$ cat src/rtl/uart_tx_arb_pkg.sv
// Shared types and default parameter values for the UART TX arbiter.
// Optional watchdog is enabled by defining UART_TX_ARB_TIMEOUT_EN.
package uart_tx_arb_pkg;

  typedef enum logic [1:0] {
    s_ARB_IDLE    = 2'd0,
    s_ARB_ISSUE   = 2'd1,
    s_ARB_WAIT    = 2'd2,
    s_ARB_CLEANUP = 2'd3
  } arb_state_t;

  localparam int ARB_NUM_REQ_DEF = 4;
  localparam int ARB_TIMEOUT_DEF = 100000;

endpackage

$ cat src/rtl/uart_tx_rr_picker.sv
// Combinational round-robin picker: first active request at or above the
// pointer, wrapping past NUM_REQ-1 back to 0.
module uart_tx_rr_picker
  import uart_tx_arb_pkg::*;
#(
  parameter int NUM_REQ = ARB_NUM_REQ_DEF,
  localparam int PTR_W  = $clog2(NUM_REQ)
) (
  input  logic [NUM_REQ-1:0] i_Req,
  input  logic [PTR_W-1:0]   i_Ptr,
  output logic [NUM_REQ-1:0] o_Onehot,
  output logic [PTR_W-1:0]   o_Idx,
  output logic               o_Any
);

  always_comb begin
    logic             found;
    logic [PTR_W:0]   sum;
    logic [PTR_W-1:0] idx;
    o_Onehot = '0;
    o_Idx    = '0;
    o_Any    = |i_Req;
    found    = 1'b0;
    sum      = '0;
    idx      = '0;
    for (int k = 0; k < NUM_REQ; k++) begin
      sum = {1'b0, i_Ptr} + (PTR_W+1)'(k);
      if (sum >= (PTR_W+1)'(NUM_REQ)) sum = sum - (PTR_W+1)'(NUM_REQ);
      idx = sum[PTR_W-1:0];
      if (!found && i_Req[idx]) begin
        found         = 1'b1;
        o_Idx         = idx;
        o_Onehot[idx] = 1'b1;
      end
    end
  end

endmodule

$ cat src/rtl/uart_tx_arbiter.sv
// Round-robin arbiter sharing one UART TX core between NUM_REQ byte producers.
// Define UART_TX_ARB_TIMEOUT_EN to add a watchdog on the core's done pulse.
module uart_tx_arbiter
  import uart_tx_arb_pkg::*;
#(
  parameter int NUM_REQ        = ARB_NUM_REQ_DEF,
  parameter int TIMEOUT_CYCLES = ARB_TIMEOUT_DEF
) (
  input  logic                 i_Clock,
  input  logic                 i_Reset,
  input  logic [NUM_REQ-1:0]   i_Req_DV,
  input  logic [NUM_REQ*8-1:0] i_Req_Byte,
  output logic [NUM_REQ-1:0]   o_Req_Ack,
  output logic [NUM_REQ-1:0]   o_Grant,
  output logic                 o_Tx_DV,
  output logic [7:0]           o_Tx_Byte,
  input  logic                 i_Tx_Active,
  input  logic                 i_Tx_Done,
  output logic                 o_Busy,
  output logic                 o_Timeout
);

  localparam int PTR_W = $clog2(NUM_REQ);

  arb_state_t         state_q, state_d;
  logic [PTR_W-1:0]   rr_ptr_q, rr_ptr_d;
  logic [PTR_W-1:0]   win_idx_q, win_idx_d;
  logic [NUM_REQ-1:0] grant_q, grant_d;
  logic [NUM_REQ-1:0] ack_q, ack_d;
  logic               tx_dv_q, tx_dv_d;
  logic [7:0]         tx_byte_q, tx_byte_d;
  logic               busy_q, busy_d;
  logic               timeout_q, timeout_d;

  logic [NUM_REQ-1:0] pick_onehot;
  logic [PTR_W-1:0]   pick_idx;
  logic               pick_any;

  uart_tx_rr_picker #(.NUM_REQ(NUM_REQ)) u_picker (
    .i_Req    (i_Req_DV),
    .i_Ptr    (rr_ptr_q),
    .o_Onehot (pick_onehot),
    .o_Idx    (pick_idx),
    .o_Any    (pick_any)
  );

`ifdef UART_TX_ARB_TIMEOUT_EN
  localparam int CNT_W = $clog2(TIMEOUT_CYCLES + 1);
  logic [CNT_W-1:0] cnt_q, cnt_d;

  always_ff @(posedge i_Clock or posedge i_Reset) begin
    if (i_Reset) cnt_q <= '0;
    else         cnt_q <= cnt_d;
  end
`endif

  always_ff @(posedge i_Clock or posedge i_Reset) begin
    if (i_Reset) begin
      state_q   <= s_ARB_IDLE;
      rr_ptr_q  <= '0;
      win_idx_q <= '0;
      grant_q   <= '0;
      ack_q     <= '0;
      tx_dv_q   <= 1'b0;
      tx_byte_q <= '0;
      busy_q    <= 1'b0;
      timeout_q <= 1'b0;
    end else begin
      state_q   <= state_d;
      rr_ptr_q  <= rr_ptr_d;
      win_idx_q <= win_idx_d;
      grant_q   <= grant_d;
      ack_q     <= ack_d;
      tx_dv_q   <= tx_dv_d;
      tx_byte_q <= tx_byte_d;
      busy_q    <= busy_d;
      timeout_q <= timeout_d;
    end
  end

  always_comb begin
    logic finish;
    state_d   = state_q;
    rr_ptr_d  = rr_ptr_q;
    win_idx_d = win_idx_q;
    grant_d   = grant_q;
    ack_d     = '0;
    tx_dv_d   = 1'b0;
    tx_byte_d = tx_byte_q;
    timeout_d = 1'b0;
    finish    = 1'b0;
`ifdef UART_TX_ARB_TIMEOUT_EN
    cnt_d     = cnt_q;
`endif
    case (state_q)
      s_ARB_IDLE: begin
        // Ack and start pulse are registered here so they appear during ISSUE.
        if (pick_any && !i_Tx_Active) begin
          state_d   = s_ARB_ISSUE;
          grant_d   = pick_onehot;
          ack_d     = pick_onehot;
          tx_dv_d   = 1'b1;
          tx_byte_d = i_Req_Byte[{pick_idx, 3'b000} +: 8];
          win_idx_d = pick_idx;
        end
      end
      s_ARB_ISSUE: begin
        state_d = s_ARB_WAIT;
`ifdef UART_TX_ARB_TIMEOUT_EN
        cnt_d   = '0;
`endif
      end
      s_ARB_WAIT: begin
        if (i_Tx_Done) begin
          finish = 1'b1;
`ifdef UART_TX_ARB_TIMEOUT_EN
        end else if (cnt_q == CNT_W'(TIMEOUT_CYCLES - 1)) begin
          finish    = 1'b1;
          timeout_d = 1'b1;
        end else begin
          cnt_d = cnt_q + 1'b1;
`endif
        end
      end
      default: state_d = s_ARB_IDLE;
    endcase
    if (finish) begin
      state_d  = s_ARB_CLEANUP;
      grant_d  = '0;
      rr_ptr_d = (win_idx_q == PTR_W'(NUM_REQ - 1)) ? '0 : win_idx_q + 1'b1;
    end
    busy_d = (state_d != s_ARB_IDLE);
  end

  assign o_Req_Ack = ack_q;
  assign o_Grant   = grant_q;
  assign o_Tx_DV   = tx_dv_q;
  assign o_Tx_Byte = tx_byte_q;
  assign o_Busy    = busy_q;
`ifdef UART_TX_ARB_TIMEOUT_EN
  assign o_Timeout = timeout_q;
`else
  assign o_Timeout = 1'b0;
`endif

endmodule

$ cat config.mk
export PLATFORM = sky130hd
export DESIGN_NAME = uart_tx_arbiter
export DESIGN_NICKNAME = d
export VERILOG_FILES = /design/src/rtl/uart_tx_arb_pkg.sv /design/src/rtl/uart_tx_rr_picker.sv /design/src/rtl/uart_tx_arbiter.sv
export SDC_FILE = /design/constraint.sdc
export NUM_CORES = 1
export LEC_CHECK = 0
export CORE_UTILIZATION = 44
export CTS_CLUSTER_SIZE = 25
export DETAILED_ROUTE_END_ITERATION = 12
export HOLD_SLACK_MARGIN = 0.03
export MAX_ROUTING_LAYER = met4
export PLACE_DENSITY_LB_ADDON = 0.25
export SYNTH_ARGS = -nofsm -noshare
export SYNTH_HDL_FRONTEND = slang
export SYNTH_SLANG_ARGS = --single-unit
$ cat constraint.sdc
create_clock -name i_Clock -period 3.39 [get_ports i_Clock]
set_input_delay 0.678 -clock i_Clock [delete_from_list [all_inputs] [get_ports i_Clock]]
set_output_delay 0.678 -clock i_Clock [all_outputs]
set_load 0.02 [all_outputs]
==> flow_summary_export.csv, run 1 <==
group,metric,value,unit
synth,yosysWarnings,0,
pwr,power-per-cell-area,847,nW/um^2
finish,regArea,601,um^2
timing,timing.hold.ws,503,ps
job,maxCapViolCount,0,
clock_tree,root_buffer,"clkbuf_8",
finish,num-nets-final,287,
global_route,grt_first_pass_wirelength,7.00,mm
worst_hold_path,hold_class,"reg -> reg",
synth,yosysTopAreaCell,"dfrtp_1",
setup_path,path_cells,"clkdlybuf4s50_1 -> mux4_2 -> and3_4 -> nor3_4 -> buf_12 -> nor2b_1 -> a2111oi_0 -> a311oi_1",
clock_tree,clockBufferDepth,2,
route,antenna_left,0,
pwr,power_frac_clock,9.6,%
setup_path,required,3510,ps
pwr,p_int,0.00115,W
setup_path,crit_arrival,2930,ps
pwr,netSwitchingPower,0.000894,W
setup_path,crit_family,"buffers and inverters",
setup_path,worst-path-stages,8,
clock_tree,clkLatencyLatePin,270,ps
global_route,grt_pass1_vias,1513,
clock_tree,cts.sinks,24,
placement,gp_congestion,0.874,
synth,synth_top_family_by_area,"compound AO/OA/AOI/OAI gates",
floorplanning,rows,22,
setup_path,end_kind,"flip-flop",
setup_path,cp_slowest_cell,"mux4_2",
worst_hold_path,hold_depth,2,
finish,fin_util,64.8,%
setup_path,critPathKind,"in -> reg",
placement,hpwl,3.13,mm
route,via_count,1585,
route,first_pass_iters,4,
floorplanning,start_util,46.5,%
synth,synth.avg_cell_area,9.65,um^2
clock_tree,numCtsBuffers,3,
floorplanning,die_area,4180,um^2
placement,placed_area,2350,um^2
setup_path,reg2reg_depth,9,
clock_tree,cts_max_level,1,
synth,synth_cells,179,
setup_path,cp_max_fo,25,
synth,async_flop_share,100,%
setup_path,critPathMaxStageDelay,580,ps
synth,synth.top_cell.area_share,34.8,%
finish,multiInputGateArea,990,um^2
synth,synth_seq_cells,24,
synth,synth.cell_area,1730,um^2
route,drc,0,
pwr,total_leakage_power,0.994,nW
clock_tree,postCtsHoldBufs,0,
timing,slew_viol_final,0,
finish,final_common_cell,"clkdlybuf4s50_1",
finish,finalNonFillerCells,284,
synth,ys_seq_area_share,34.8,%
pwr,p_seq_share,23.1,%
floorplanning,die_w,64.7,um
synth,syn-num-nets,229,
timing,finClkSkew,4.07,ps
synth,synthMuxAreaShare,11.9,%
placement,dp.cells,280,
timing,final.setup.tns,0,ps
timing,max_slew_margin,38.4,%
placement,io_buffers,57,
status,status,"finished, final reports clean",
synth,synthSimpleGateAreaFrac,15.6,%
pwr,peakVddDrop,0.489,mV
finish,layout_common_cells,"57 x clkdlybuf4s50_1, 24 x dfrtp_1, 20 x nor2_1",
clock_tree,cts_setup_buffers,0,
global_route,grt_usage,21.9,%
timing,tightest_slew,923,ps
setup_path,worst-path-buf-inv,2,
route,viasPerCell,5.58,
synth,synth_adder_area_share,7.24,%
setup_path,r2r_slack,720,ps
clock_tree,clkTransAtPathRegs,80,ps
timing,setup_viol,0,
global_route,grt_max_degree,29,
timing,fmax,0.356,GHz
timing,rsz0062_at_grt,"no",
setup_path,startpoint_type,"input pin",
global_route,overflow,0,
clock_tree,post_cts_resized,0,
route,initialDrtViolationCount,107,
finish,drive_above_1_share,11.0,%
route,wl,4.27,mm
timing,finalCritPeriodShare,82.8,%
synth,synth_cell_types,43,
synth,synth-edff-count,0,
floorplanning,core_area,3720,um^2
synth,yosys_most_used_dff,"dfrtp_1",
pwr,combinationalPowerShare,67.2,%
timing,hold_viol,0,
finish,final_area,2410,um^2
synth,synth_xor_area_share,0,%
finish,n_antenna_cell,0,
finish,areaGrowthSynthToFinish,39.5,%
finish,fill_cells,317,
synth,yosys-top-cells-area,"dfrtp_1 35%, mux2i_1 8.7%, ha_1 7.2%",
clock_tree,cts_tree,"built",
pwr,swShare,43.8,%
floorplanning,io_pins,59,
floorplanning,die_y,64.7,um
timing,period_needed,2810,ps
route,post_drt_wl_per_cell,15.0,um
global_route,antenna_found_initial,0,
synth,synth_compound_area_share,22.3,%
-- kinds of logic after synthesis --
family / Yosys count
adder cells (fa/ha/maj): 10
other: 1
AND/OR/NAND/NOR: 53
multiplexers: 18
AO/OA/AOI/OAI: 50
buffers and inverters: 23
flip-flops: 24
-- cell type report --
class	count	share of cell area, %
Multi-Input combinational cell	132	41.1
Timing Repair Buffer	67	27.8
Sequential cell	24	24.9
Tap cell	48	2.49
Clock buffer	4	2.28
Inverter	9	1.40
-- layer usage --
layer	vias up	part of all wire, %	GRT usage (%)
li1	774	-	-
met1	760	45	27.7
met2	47	50	37.8
met3	4	5.0	3.35
met4	0	0.66	3.33
met5	-	0	-
-- path summary, 6_finish.rpt --
kind	startpoint	endpoint
max in group asynchronous	i_Reset	o_Tx_Byte[3]
setup reg to reg	rr_ptr_q[0]	o_Tx_Byte[4]
min in group asynchronous	i_Reset	o_Grant[1]
setup / recovery	i_Req_DV[2]	o_Tx_Byte[4]
hold reg to reg	win_idx_q[1]	win_idx_q[1]
hold / removal	win_idx_q[1]	win_idx_q[1]
-- synth_stat cells, drive strengths merged, types with 3 or more instances --
cell,n
a21oi,5
inv,9
a22oi,4
nor3,3
nor2,20
mux2i,15
dfrtp,24
a2111oi,9
a221oi,4
buf,11
ha,10
nor2b,8
a311oi,8
o21ai,8
nand2,12
clkbuf,3
o22ai,5
-- stage by stage --
step	setup slack [ps]	total power (W)
2_1_floorplan	715	0.00143
3_3_place_gp	349	0.00182
3_5_place_dp	327	0.00185
4_1_cts	609	0.00205
5_1_grt	408	0.00219
6_report	584	0.00204
-- flip-flops by register name, indices dropped and copies added (netlist names) --
| name | flops |
|---|---|
| state_q | 2 |
| win_idx_q | 2 |
| o_Tx_DV | 1 |
| o_Req_Ack | 4 |
| o_Grant | 4 |
| rr_ptr_q | 2 |
| o_Busy | 1 |
| o_Tx_Byte | 8 |
-- power groups by stage --
stage,clock network [W],logic [W],registers [W]
2_1_floorplan,0,0.000845,0.000584
3_3_place_gp,0,0.00135,0.000472
3_5_place_dp,0,0.00137,0.000477
4_1_cts,0.000201,0.00137,0.000473
5_1_grt,0.000209,0.00150,0.000484
6_report,0.000196,0.00137,0.000473
-- tightest hold or removal path: stages (launching register included) --
cell and delay (ps):
dfrtp_1 360, nand2_1 60, nand2_1 60
Note: power is estimated with default switching activity, not from simulation.
==> run 2: changes to the inputs <==
==> constraint.sdc (replaced) <==
create_clock -name i_Clock -period 2.9 [get_ports i_Clock]
set_input_delay 0.58 -clock i_Clock [delete_from_list [all_inputs] [get_ports i_Clock]]
set_output_delay 0.58 -clock i_Clock [all_outputs]
set_load 0.02 [all_outputs]
==> run 2 against run 1 <==
Global-route usage is 1.4 points higher. Die area is the same. Utilization is 3.3 points higher. Largest cell class unchanged. Largest power group unchanged. Highest routed layer unchanged.
==> flow_summary_export.csv, run 2 (synthesized netlist as in run 1, its figures left out) <==
group,metric,value,unit
finish,layout_common_cells,"57 x clkdlybuf4s50_1, 24 x dfrtp_1, 22 x buf_4",
global_route,grt_max_degree,28,
placement,placed_area,2460,um^2
clock_tree,cts.sinks,24,
setup_path,critPathMaxStageDelay,550,ps
setup_path,worst-path-buf-inv,2,
timing,rsz0062_at_grt,"no",
pwr,combinationalPowerShare,67.2,%
floorplanning,die_y,64.7,um
setup_path,critPathKind,"in -> reg",
global_route,grt_usage,23.4,%
setup_path,cp_max_fo,21,
finish,num-nets-final,301,
clock_tree,postCtsHoldBufs,0,
global_route,grt_first_pass_wirelength,7.30,mm
route,first_pass_iters,4,
pwr,design_power_total,0.00260,W
route,drc,0,
pwr,swShare,41.9,%
floorplanning,die_w,64.7,um
timing,timing.final.ws_setup,157,ps
worst_hold_path,hold_class,"reg -> reg",
floorplanning,io_pins,59,
setup_path,required,3030,ps
timing,slew_viol_final,0,
placement,place_ws,-212,ps
clock_tree,cts_tree,"built",
pwr,netSwitchingPower,0.00109,W
clock_tree,clockBufferDepth,2,
route,post_drt_wl_per_cell,15.2,um
floorplanning,die_area,4180,um^2
route,viasPerCell,5.51,
status,status,"finished, final reports clean",
floorplanning,rows,22,
job,maxCapViolCount,0,
clock_tree,cts_max_level,1,
pwr,power-per-cell-area,1030,nW/um^2
clock_tree,numCtsBuffers,3,
clock_tree,root_buffer,"clkbuf_8",
timing,period_needed,2740,ps
global_route,overflow,0,
clock_tree,clkLatencyLatePin,270,ps
setup_path,startpoint_type,"input pin",
setup_path,crit_arrival,2870,ps
placement,dp.cells,294,
setup_path,crit_family,"buffers and inverters",
pwr,power_frac_clock,11.3,%
finish,areaGrowthSynthToFinish,46.6,%
placement,hpwl,3.46,mm
global_route,antenna_found_initial,0,
timing,finClkSkew,3.12,ps
timing,fmax,0.365,GHz
setup_path,end_kind,"flip-flop",
timing,hold_viol,0,
finish,fill_cells,304,
route,wl,4.54,mm
global_route,grt_pass1_vias,1551,
finish,drive_above_1_share,16.0,%
timing,max_slew_margin,66.1,%
route,antenna_left,0,
finish,final_common_cell,"clkdlybuf4s50_1",
clock_tree,clkTransAtPathRegs,90,ps
timing,tightest_slew,508,ps
setup_path,path_cells,"clkdlybuf4s50_1 -> mux4_2 -> and3_4 -> nor3_4 -> buf_12 -> nor2b_1 -> a2111oi_1 -> a311oi_1",
finish,final_area,2530,um^2
route,via_count,1643,
finish,n_antenna_cell,0,
timing,finalCritPeriodShare,94.6,%
floorplanning,core_area,3720,um^2
pwr,p_int,0.00151,W
timing,setup_viol,0,
finish,largest_register_ffs,8,
route,initialDrtViolationCount,118,
placement,gp_congestion,0.861,
placement,io_buffers,57,
pwr,p_seq_share,21.5,%
floorplanning,start_util,46.5,%
finish,finalNonFillerCells,298,
pwr,peakVddDrop,0.760,mV
setup_path,cp_slowest_cell,"mux4_2",
pwr,total_leakage_power,1.07,nW
[run 2: cell count changes in the layout (fill, tap and decap cells not counted), sizes merged]
| cell | previous run | this run |
|---|---|---|
| buf | 10 | 24 |
| bufinv | 0 | 1 |
| clkbuf | 4 | 3 |
[run 2: routing by layer]
metal  vias up  track usage [%]  routed length [um]
met3         4             4.05                 240
met2        54             40.1                2300
met5         -                -                   0
li1        806                -                   -
met1       779             28.6                1940
met4         0             5.28                  54
[run 2: final timing paths]
kind,start,end,slack [ps],cells after the start
worst max register to register,rr_ptr_q[0],o_Tx_Byte[7],270,9
max in group asynchronous,i_Reset,rr_ptr_q[1],2010,3
worst min-delay path,win_idx_q[0],rr_ptr_q[0],510,1
worst max-delay path,i_Req_DV[2],o_Tx_Byte[7],160,8
min in group asynchronous,i_Reset,o_Grant[1],650,3
worst min register to register,win_idx_q[0],rr_ptr_q[0],510,1
[run 2: final cells by class]
cell class / count / area (um^2) / share of cell area (%)
Sequential cell: 24 / 601 / 23.7
Tap cell: 48 / 60.1 / 2.37
Inverter: 9 / 33.8 / 1.33
Timing Repair Buffer: 81 / 776 / 30.6
Clock buffer: 3 / 41.3 / 1.63
Clock inverter: 1 / 30.0 / 1.19
Multi-Input combinational cell: 132 / 991 / 39.1
[run 2: worst reg2reg max path, stage by stage (launching register included)]
cell       delay [ps]
dfrtp_1           410
inv_1              70
ha_1              410
mux4_2            370
and3_4            210
nor3_4            210
buf_12            170
nor2b_1            60
a2111oi_1         460
a311oi_1          120
[run 2: what timing repair did]
item	4_1_cts	5_1_grt
setup endpoints to repair	0	1
resized for setup	0	1
setup buffers	0	0
[run 2: power groups by stage]
stage / Combinational (W) / Sequential [W] / Clock [W]
global placement: 0.00170 / 0.000559 / 0
finish: 0.00175 / 0.000558 / 0.000294
CTS: 0.00175 / 0.000558 / 0.000301
global route: 0.00189 / 0.000574 / 0.000312
floorplan: 0.000988 / 0.000683 / 0
detailed placement: 0.00174 / 0.000563 / 0
[run 2: through the flow]
step	hold WS [ps]	setup TNS, ps	util (%)
floorplan	450	0	-
global placement	468	0	66.2
detailed placement	488	-336	66.2
CTS	506	0	68.1
global route	534	0	68.1
finish	508	0	68.1
